## config.mk

```make
export PLATFORM = sky130hd
export DESIGN_NAME = card_dealer
export DESIGN_NICKNAME = d
export VERILOG_FILES = /design/src/rtl/card_dealer.sv
export SDC_FILE = /design/constraint.sdc
export NUM_CORES = 1
export LEC_CHECK = 0
export BUFFER_PORTS_ARGS = -buffer_cell sky130_fd_sc_hd__buf_4
export CORE_ASPECT_RATIO = 0.75
export CORE_MARGIN = 10
export CORE_UTILIZATION = 40
export CTS_CLUSTER_DIAMETER = 50
export DETAILED_ROUTE_END_ITERATION = 10
export GPL_TIMING_DRIVEN = 1
export SETUP_SLACK_MARGIN = 0.2
export SYNTH_ARGS = -nofsm -noshare
export SYNTH_HDL_FRONTEND = slang
export SYNTH_SLANG_ARGS = --single-unit
```

## constraint.sdc

```tcl
create_clock -name clk -period 3.2 [get_ports clk]
set_input_delay 0.16 -clock clk [delete_from_list [all_inputs] [get_ports clk]]
set_output_delay 0.16 -clock clk [all_outputs]
set_load 0.03 [all_outputs]
```

## src/rtl/card_dealer.sv

```systemverilog
// card_dealer: deals cards from one 52-card deck without repetition.
// A free-running 16-bit Galois LFSR picks a starting slot; a linear probe
// walks upward (wrapping at 51) to the first card not yet dealt.
//
// Handshake: draw_req is a request pulse that is taken only while busy=0.
// Once taken, busy stays high through the card_valid cycle, and further
// requests are dropped (no queueing). card_valid is a one-cycle pulse;
// card_symbol/card_number are meaningful on that pulse and hold the last
// dealt card afterwards. A shuffle or rst in the card_valid cycle suppresses
// the pulse, so the consumer never sees a card from a deck that was just
// restored.
module card_dealer #(
  parameter logic [15:0] SEED      = 16'hACE1,
  parameter int unsigned DECK_SIZE = 52
) (
  input  logic       clk,
  input  logic       rst,
  input  logic       shuffle,
  input  logic       draw_req,
  output logic       card_valid,
  output logic [1:0] card_symbol,
  output logic [3:0] card_number,
  output logic       busy,
  output logic       draw_err,
  output logic [5:0] cards_left,
  output logic       deck_empty,
  output logic [1:0] dbg_state
);

  // An all-zero seed would lock the LFSR, so it falls back to the default.
  localparam logic [15:0] LFSR_INIT = (SEED == 16'h0000) ? 16'hACE1 : SEED;
  localparam logic [15:0] LFSR_MASK = 16'hB400;
  localparam logic [5:0]  DECK      = 6'(DECK_SIZE);
  localparam logic [5:0]  LAST      = DECK - 6'd1;

  typedef enum logic [1:0] {
    S_IDLE    = 2'd0,
    S_PICK    = 2'd1,
    S_PROBE   = 2'd2,
    S_DELIVER = 2'd3
  } state_t;

  state_t                 state_q;
  logic [15:0]            lfsr_q, lfsr_d;
  logic [DECK_SIZE-1:0]   used_q;
  logic [5:0]             left_q;
  logic [5:0]             idx_q;
  logic [1:0]             sym_q;
  logic [3:0]             num_q;
  logic                   valid_q;
  logic                   busy_q;
  logic                   err_q;

  logic [5:0]             pick_idx;
  logic [5:0]             probe_next;
  logic [1:0]             sym_d;
  logic [3:0]             num_d;
  logic [5:0]             rem;

  // LFSR next value: shift right, fold the mask in when a one falls out.
  always_comb begin
    lfsr_d = {1'b0, lfsr_q[15:1]} ^ (lfsr_q[0] ? LFSR_MASK : 16'h0000);
  end

  // Start slot from the low six LFSR bits folded into 0..51, and the probe step.
  always_comb begin
    pick_idx   = (lfsr_q[5:0] >= DECK) ? (lfsr_q[5:0] - DECK) : lfsr_q[5:0];
    probe_next = (idx_q == LAST) ? 6'd0 : (idx_q + 6'd1);
  end

  // Split the slot into suit (idx / 13) and rank (idx % 13 + 1).
  always_comb begin
    sym_d = 2'd0;
    rem   = idx_q;
    if (idx_q >= 6'd39) begin
      sym_d = 2'd3;
      rem   = idx_q - 6'd39;
    end else if (idx_q >= 6'd26) begin
      sym_d = 2'd2;
      rem   = idx_q - 6'd26;
    end else if (idx_q >= 6'd13) begin
      sym_d = 2'd1;
      rem   = idx_q - 6'd13;
    end
    num_d = 4'(rem + 6'd1);
  end

  // LFSR runs every cycle outside reset; shuffle leaves it alone.
  always_ff @(posedge clk) begin
    if (rst) begin
      lfsr_q <= LFSR_INIT;
    end else begin
      lfsr_q <= lfsr_d;
    end
  end

  // Dealer FSM with its deck bookkeeping and registered outputs.
  always_ff @(posedge clk) begin
    if (rst) begin
      state_q <= S_IDLE;
      used_q  <= '0;
      left_q  <= DECK;
      idx_q   <= 6'd0;
      sym_q   <= 2'd0;
      num_q   <= 4'd1;
      valid_q <= 1'b0;
      busy_q  <= 1'b0;
      err_q   <= 1'b0;
    end else if (shuffle) begin
      // Restore the deck and drop any draw in flight; last card stays visible.
      state_q <= S_IDLE;
      used_q  <= '0;
      left_q  <= DECK;
      valid_q <= 1'b0;
      busy_q  <= 1'b0;
      err_q   <= 1'b0;
    end else begin
      valid_q <= 1'b0;
      err_q   <= 1'b0;
      case (state_q)
        S_IDLE: begin
          if (draw_req) begin
            if (left_q != 6'd0) begin
              state_q <= S_PICK;
              busy_q  <= 1'b1;
            end else begin
              err_q <= 1'b1;
            end
          end
        end
        S_PICK: begin
          idx_q   <= pick_idx;
          state_q <= S_PROBE;
        end
        S_PROBE: begin
          // Terminates: a draw is only accepted while some slot is still free.
          if (used_q[idx_q]) begin
            idx_q <= probe_next;
          end else begin
            used_q[idx_q] <= 1'b1;
            left_q        <= left_q - 6'd1;
            sym_q         <= sym_d;
            num_q         <= num_d;
            valid_q       <= 1'b1;
            state_q       <= S_DELIVER;
          end
        end
        S_DELIVER: begin
          state_q <= S_IDLE;
          busy_q  <= 1'b0;
        end
        default: begin
          state_q <= S_IDLE;
          busy_q  <= 1'b0;
        end
      endcase
    end
  end

  assign card_valid  = valid_q & ~shuffle & ~rst;
  assign card_symbol = sym_q;
  assign card_number = num_q;
  assign busy        = busy_q;
  assign draw_err    = err_q;
  assign cards_left  = left_q;
  assign deck_empty  = (left_q == 6'd0);
  assign dbg_state   = state_q;

endmodule
```

==> results of run 1 <==
## metrics by stage
step	hold slack (ps)	power [mW]
after floorplan	309	1.37
after global placement	392	1.43
after detailed placement	397	1.43
after CTS	82.1	2.45
after global routing	105	2.54
final	88.9	2.43
## per-layer routing
layer | GRT usage [%] | share of wire (%) | up-vias
met5 | 0 | 0 | -
met4 | 3.12 | 0.88 | 0
met3 | 3.83 | 5.0 | 9
met2 | 20.1 | 42 | 59
met1 | 18.9 | 52 | 1579
li1 | - | - | 1619
## layout make-up
type                            instances  area [um2]  area share [%]
Sequential cell                        91        1820            37.6
Timing Repair Buffer                   28         223            4.59
Tap cell                              136         170            3.51
Clock inverter                          7        60.1            1.24
Multi-Input combinational cell        306        2270            46.9
Inverter                               19        71.3            1.47
Clock buffer                            9         225            4.65
## cells in the mapped netlist (all sizes together) (3+ instances only)
| cell type | count | share of area, % |
|---|---|---|
| xnor2 | 9 | 1.8 |
| nand2 | 21 | 1.9 |
| and3 | 9 | 1.3 |
| xor2 | 3 | 0.61 |
| nor2 | 51 | 4.8 |
| nor3 | 11 | 1.3 |
| a21oi | 20 | 2.3 |
| clkbuf | 18 | 1.6 |
| nand3 | 5 | 0.58 |
| mux2i | 13 | 3.0 |
| a211oi | 6 | 1.1 |
| a22o | 34 | 7.0 |
| ha | 18 | 5.3 |
| mux4 | 9 | 4.7 |
| and2 | 8 | 1.2 |
| o2111ai | 4 | 1.4 |
| nand2b | 6 | 0.88 |
| a31oi | 13 | 1.9 |
| inv | 19 | 1.7 |
| dfxtp | 91 | 43 |
| buf | 11 | 1.4 |
| or2 | 8 | 1.2 |
| o21ai | 10 | 1.4 |
| nor2b | 11 | 1.6 |
| a22oi | 7 | 1.2 |
## final timing paths
path,endpoint,start,cells past startpoint
max,card_number[2],idx_q[0],12
min,draw_err,draw_req,3
max reg2reg,card_number[2],idx_q[0],12
min reg2reg,lfsr_q[7],lfsr_q[8],1
## registers in the layout, indices dropped and copies added, names as in the netlist
name         flops
card_symbol      2
dbg_state        2
used_q          52
idx_q            6
cards_left       6
draw_err         1
valid_q          1
card_number      4
lfsr_q          16
busy             1
## power groups by stage
stage / Clock (mW) / Combinational [mW] / Sequential, mW
CTS: 1.05 / 0.231 / 1.17
global placement: 0 / 0.226 / 1.20
floorplan: 0 / 0.172 / 1.20
finish: 1.02 / 0.235 / 1.17
global route: 1.10 / 0.262 / 1.18
detailed placement: 0 / 0.229 / 1.20
## repair_timing
action | CTS | global route
gates resized for setup | 0 | 3
setup buffers | 0 | 0
setup endpoints to repair | 0 | 1
## tightest hold or removal path, delay by kind of cell
family,cells,cell delay [ps]
simple gates,2,110
buf+inv,1,110
## kinds of logic (layout without fill, tap and decap cells)
family | count (synthesis) | after routing
mux | 24 | 24
fa+ha+maj | 18 | 18
flops | 91 | 91
buf+inv | 48 | 63
simple gates | 142 | 142
compound gates | 110 | 110
xor+xnor | 12 | 12
==> impl_metrics.ini, run 1 <==
[power]
share_of_power_burned_in_the_clock_network_pct = 42.1
switching_share_pct = 26.6
cellInternalPower_mw = 1.79
p_sw_mw = 0.647
power_frac_comb_pct = 9.6
cellPowerDensity_nw_per_um2 = 502
max-vdd-ir-drop_mv = 0.313
share_seq_of_total_power_pct = 48.3
power.leakage_nw = 1.87

[grt]
grt_pass1_wl_um = 17100
globalRouteOverflowTotal = 0
first_global_vias = 3269
antenna_violations_before_repair = 0
grt_start_max_net_pins = 36
overall_track_demand_over_capacity_in_global_routing_pct = 13.5

[die]
io_pins = 22
chipWidth_um = 139
initial_utilization_pct = 41.3
row_count = 32
fp.dieArea_um2 = 15300
die_h_um = 110
core_um2 = 10400

[worst_setup_path]
crit_path_start_kind = register
critPathMaxFanout = 33
crit_buf_inv = 3
critical-path-top-delay-family = compound AO/OA/AOI/OAI gates
worstPathArrival_ps = 2960
cp_slowest_cell = sky130_fd_sc_hd__dfxtp_1
crit_required_ps = 3430
path_cells = buf_12, inv_1, ha_1, o311a_1, nor2_1, a21boi_1, xnor2_2, inv_1, ha_1, xor2_1, nor2_1, mux2_1
r2r_setup_slack_ps = 470
critical-path-max-stage-delay_ps = 350
setup.worst_path.class = register to register
end_kind = register

[synthesis]
synth_edf_count = 0
synth_adder_area_share_pct = 5.26
synth_seq_cells = 91
ys_dominant_reg_cell = sky130_fd_sc_hd__dfxtp_1
syn_area_um2 = 4280
async_reset_ff_share_pct = 0
synthSimpleGateAreaFrac_pct = 16.8
post_synth_mux_area_share_pct = 8.31
synth_compound_area_share_pct = 19.9
post_synthesis_share_of_cell_area_spent_on_xor_and_xnor_gates_pct = 2.46
seq_area_frac_synth_pct = 42.6
combinational_family_with_the_most_area_after_synthesis = compound AO/OA/AOI/OAI gates
syn_nets = 467
postSynthAreaPerCell_um2 = 9.61
postSynthCellCount = 445
yosys.cell_types.count = 58
ys_warnings = 0

[routing]
antenna_left = 0
num_vias = 3266
initialDrtViolationCount = 308
tritonroute_pass_1_iters = 4
drt_wl_total_um = 9980
detail_route.drc_violations = 0
vias_per_cell = 5.48
drt-wirelength-per-cell_um = 16.8

[clock_network]
cts.htree.levels = 3
postCtsHoldBufs = 0
cts_inserted_buffers = 9
worstSkewPairLatency_ps = 340
ctsRootBufferMaster = sky130_fd_sc_hd__clkbuf_16
cts_tree = done
clk_pin_slew_ps = 70
cts.path.max_buffers = 2
numClockSinks = 91

[timing]
final_max_slew_viol_count = 0
timing.final.crit_share_pct = 85.2
final.min_clock_period_ps = 2730
setup_violations = 0
tns_ps = 0
tightestPinTransition_ps = 768
slew-limit-headroom_pct = 48.3
rsz_0062_raised_after_global_routing = no
final.setup.worst_slack_ps = 474
timing_hold_violations_final = 0
final.setup_skew_ps = 5.78
max_freq_mhz = 367

[placement]
placed_cells = 580
gp_routability_congestion = 0.833
dp_slack_ps = 295
placed_cell_area_um2 = 4550
buffer_ports.inserted = 21
hpwl_um = 6900

[layout]
core_utilization_of_the_finished_layout_pct = 46.7
layout.cell_area.non_filler_um2 = 4850
antenna_cells = 0
fin_cells = 596
fin_nets = 477
layout-area-overhead-vs-synth_pct = 13.3
n_fill_cell = 992
layout_cell_share_with_drive_strength_beyond_1_pct = 16.5
mostFrequentLayoutCells = sky130_fd_sc_hd__dfxtp_1 (90), sky130_fd_sc_hd__nor2_1 (48), sky130_fd_sc_hd__a22o_1 (33)
layout.cells.most_common = sky130_fd_sc_hd__dfxtp_1

[status]
result_of_the_run = complete, no violations

[run]
cap_violations = 0

[hold_path]
hold_path_class = primary input to register
Power figures use the tool's default switching activity.
==> inputs of run 2 (changes only) <==
--- a/config.mk
+++ b/config.mk
@@ -7,5 +7,4 @@
 export LEC_CHECK = 0
 export BUFFER_PORTS_ARGS = -buffer_cell sky130_fd_sc_hd__buf_4
-export CORE_ASPECT_RATIO = 0.75
 export CORE_MARGIN = 10
 export CORE_UTILIZATION = 40
==> constraint.sdc (replaced) <==
create_clock -name clk -period 3.2 [get_ports clk]
set_input_delay 0.16 -clock clk [delete_from_list [all_inputs] [get_ports clk]]
set_output_delay 0.16 -clock clk [all_outputs]
set_load 0.02 [all_outputs]
==> impl_metrics.ini, run 2 (synthesis gave the netlist of run 1 again) <==
[status]
result_of_the_run = complete, no violations

[clock_network]
cts_inserted_buffers = 9
cts.path.max_buffers = 2
postCtsHoldBufs = 0
ctsRootBufferMaster = sky130_fd_sc_hd__clkbuf_8
cts_tree = done
worstSkewPairLatency_ps = 370
cts.htree.levels = 3
cts_resized = 0
cts_post_setup_buffers_inserted = 0
clk_pin_slew_ps = 100
numClockSinks = 91

[grt]
grt_start_max_net_pins = 36
grt_pass1_wl_um = 16100
globalRouteOverflowTotal = 0
antenna_violations_before_repair = 0
first_global_vias = 3211
overall_track_demand_over_capacity_in_global_routing_pct = 13.1

[routing]
vias_per_cell = 5.49
tritonroute_pass_1_iters = 4
antenna_left = 0
num_vias = 3271
drt-wirelength-per-cell_um = 16.1
detail_route.drc_violations = 0
initialDrtViolationCount = 264
drt_wl_total_um = 9590

[layout]
layout.cell_area.non_filler_um2 = 4720
layout_cell_share_with_drive_strength_beyond_1_pct = 15.9
largest_reg_flops = 52
core_utilization_of_the_finished_layout_pct = 45.5
layout.cells.most_common = sky130_fd_sc_hd__dfxtp_1
layout-area-overhead-vs-synth_pct = 10.4
mostFrequentLayoutCells = sky130_fd_sc_hd__dfxtp_1 (90), sky130_fd_sc_hd__nor2_1 (48), sky130_fd_sc_hd__a22o_1 (33)
fin_nets = 477
register_ranked_first_by_flip_flop_count = used_q
antenna_cells = 0
largest_registers_ranked_by_flip_flop_count = used_q x52, lfsr_q x16

[timing]
tightestPinTransition_ps = 718
rsz_0062_raised_after_global_routing = no
max_freq_mhz = 369
final.min_clock_period_ps = 2710
setup_violations = 0
timing_hold_violations_final = 0
final_max_slew_viol_count = 0
timing.final.crit_share_pct = 84.6
slew-limit-headroom_pct = 51.7
tns_ps = 0
hold_ws_ps = 60.2
final.setup_skew_ps = 13.0

[die]
io_pins = 22
chipWidth_um = 123
core_um2 = 10400
row_count = 37
initial_utilization_pct = 41.3
die_h_um = 123
fp.dieArea_um2 = 15200

[worst_setup_path]
worstPathArrival_ps = 2970
setup.worst_path.class = register to register
crit_required_ps = 3470
end_kind = register
worst_r2r_path_depth = 11
critPathMaxFanout = 10
crit_path_start_kind = register

[power]
switching_share_pct = 27.6
share_of_power_burned_in_the_clock_network_pct = 33.8
max-vdd-ir-drop_mv = 0.257
cellPowerDensity_nw_per_um2 = 448
power.total_mw = 2.11
power.leakage_nw = 1.80
cellInternalPower_mw = 1.53
share_seq_of_total_power_pct = 55.5
p_sw_mw = 0.583
power_frac_comb_pct = 10.7

[hold_path]
worstHoldPathCells = 3
hold_path_class = primary input to register

[placement]
hpwl_um = 6800
gp_routability_congestion = 0.799
placed_cell_area_um2 = 4550
buffer_ports.inserted = 21

[run]
cap_violations = 0
==> run 2: worst max-delay path, cell delays in order, from the launching register on <==
cell	delay, ps
sky130_fd_sc_hd__dfxtp_2	440
sky130_fd_sc_hd__inv_1	180
sky130_fd_sc_hd__ha_1	240
sky130_fd_sc_hd__nor2b_1	140
sky130_fd_sc_hd__o311ai_1	410
sky130_fd_sc_hd__a21boi_1	170
sky130_fd_sc_hd__xnor2_1	250
sky130_fd_sc_hd__inv_1	70
sky130_fd_sc_hd__ha_1	210
sky130_fd_sc_hd__xor2_1	150
sky130_fd_sc_hd__nor2_1	50
sky130_fd_sc_hd__mux2_1	300
==> run 2: final timing paths <==
check                           startpoint              to  slack [ps]
worst max-delay path              idx_q[1]  card_number[2]         490
worst min register to register   lfsr_q[6]       lfsr_q[5]         410
worst min-delay path              draw_req        draw_err          60
worst max register to register    idx_q[1]  card_number[2]         490
==> run 2: per-stage QoR <==
step	instances	setup slack [ps]
6_report	596	492
5_1_grt	596	258
4_1_cts	596	319
3_5_place_dp	580	325
3_3_place_gp	580	427
2_1_floorplan	445	231
==> run 2: power groups by stage <==
stage	Combinational, mW	Clock (mW)	Sequential (mW)
final	0.227	0.715	1.17
after global routing	0.254	0.786	1.18
after CTS	0.230	0.740	1.17
after detailed placement	0.228	0	1.20
after global placement	0.225	0	1.20
after floorplan	0.172	0	1.19
==> run 2: area by class of cell <==
cell class / count / area (um2)
clock buffers: 10 / 128
clock inverters: 6 / 48.8
fillers: 1049 / 5650
inverters: 19 / 71.3
multi-input cells: 306 / 2260
flip-flops and latches: 91 / 1820
well taps: 136 / 170
repair buffers: 28 / 223
==> run 2: per-layer routing <==
layer  wire (um)  track usage (%)
met5           0                0
met4         114             4.51
met3         469             3.10
met2        4510             20.5
met1        4490             17.4
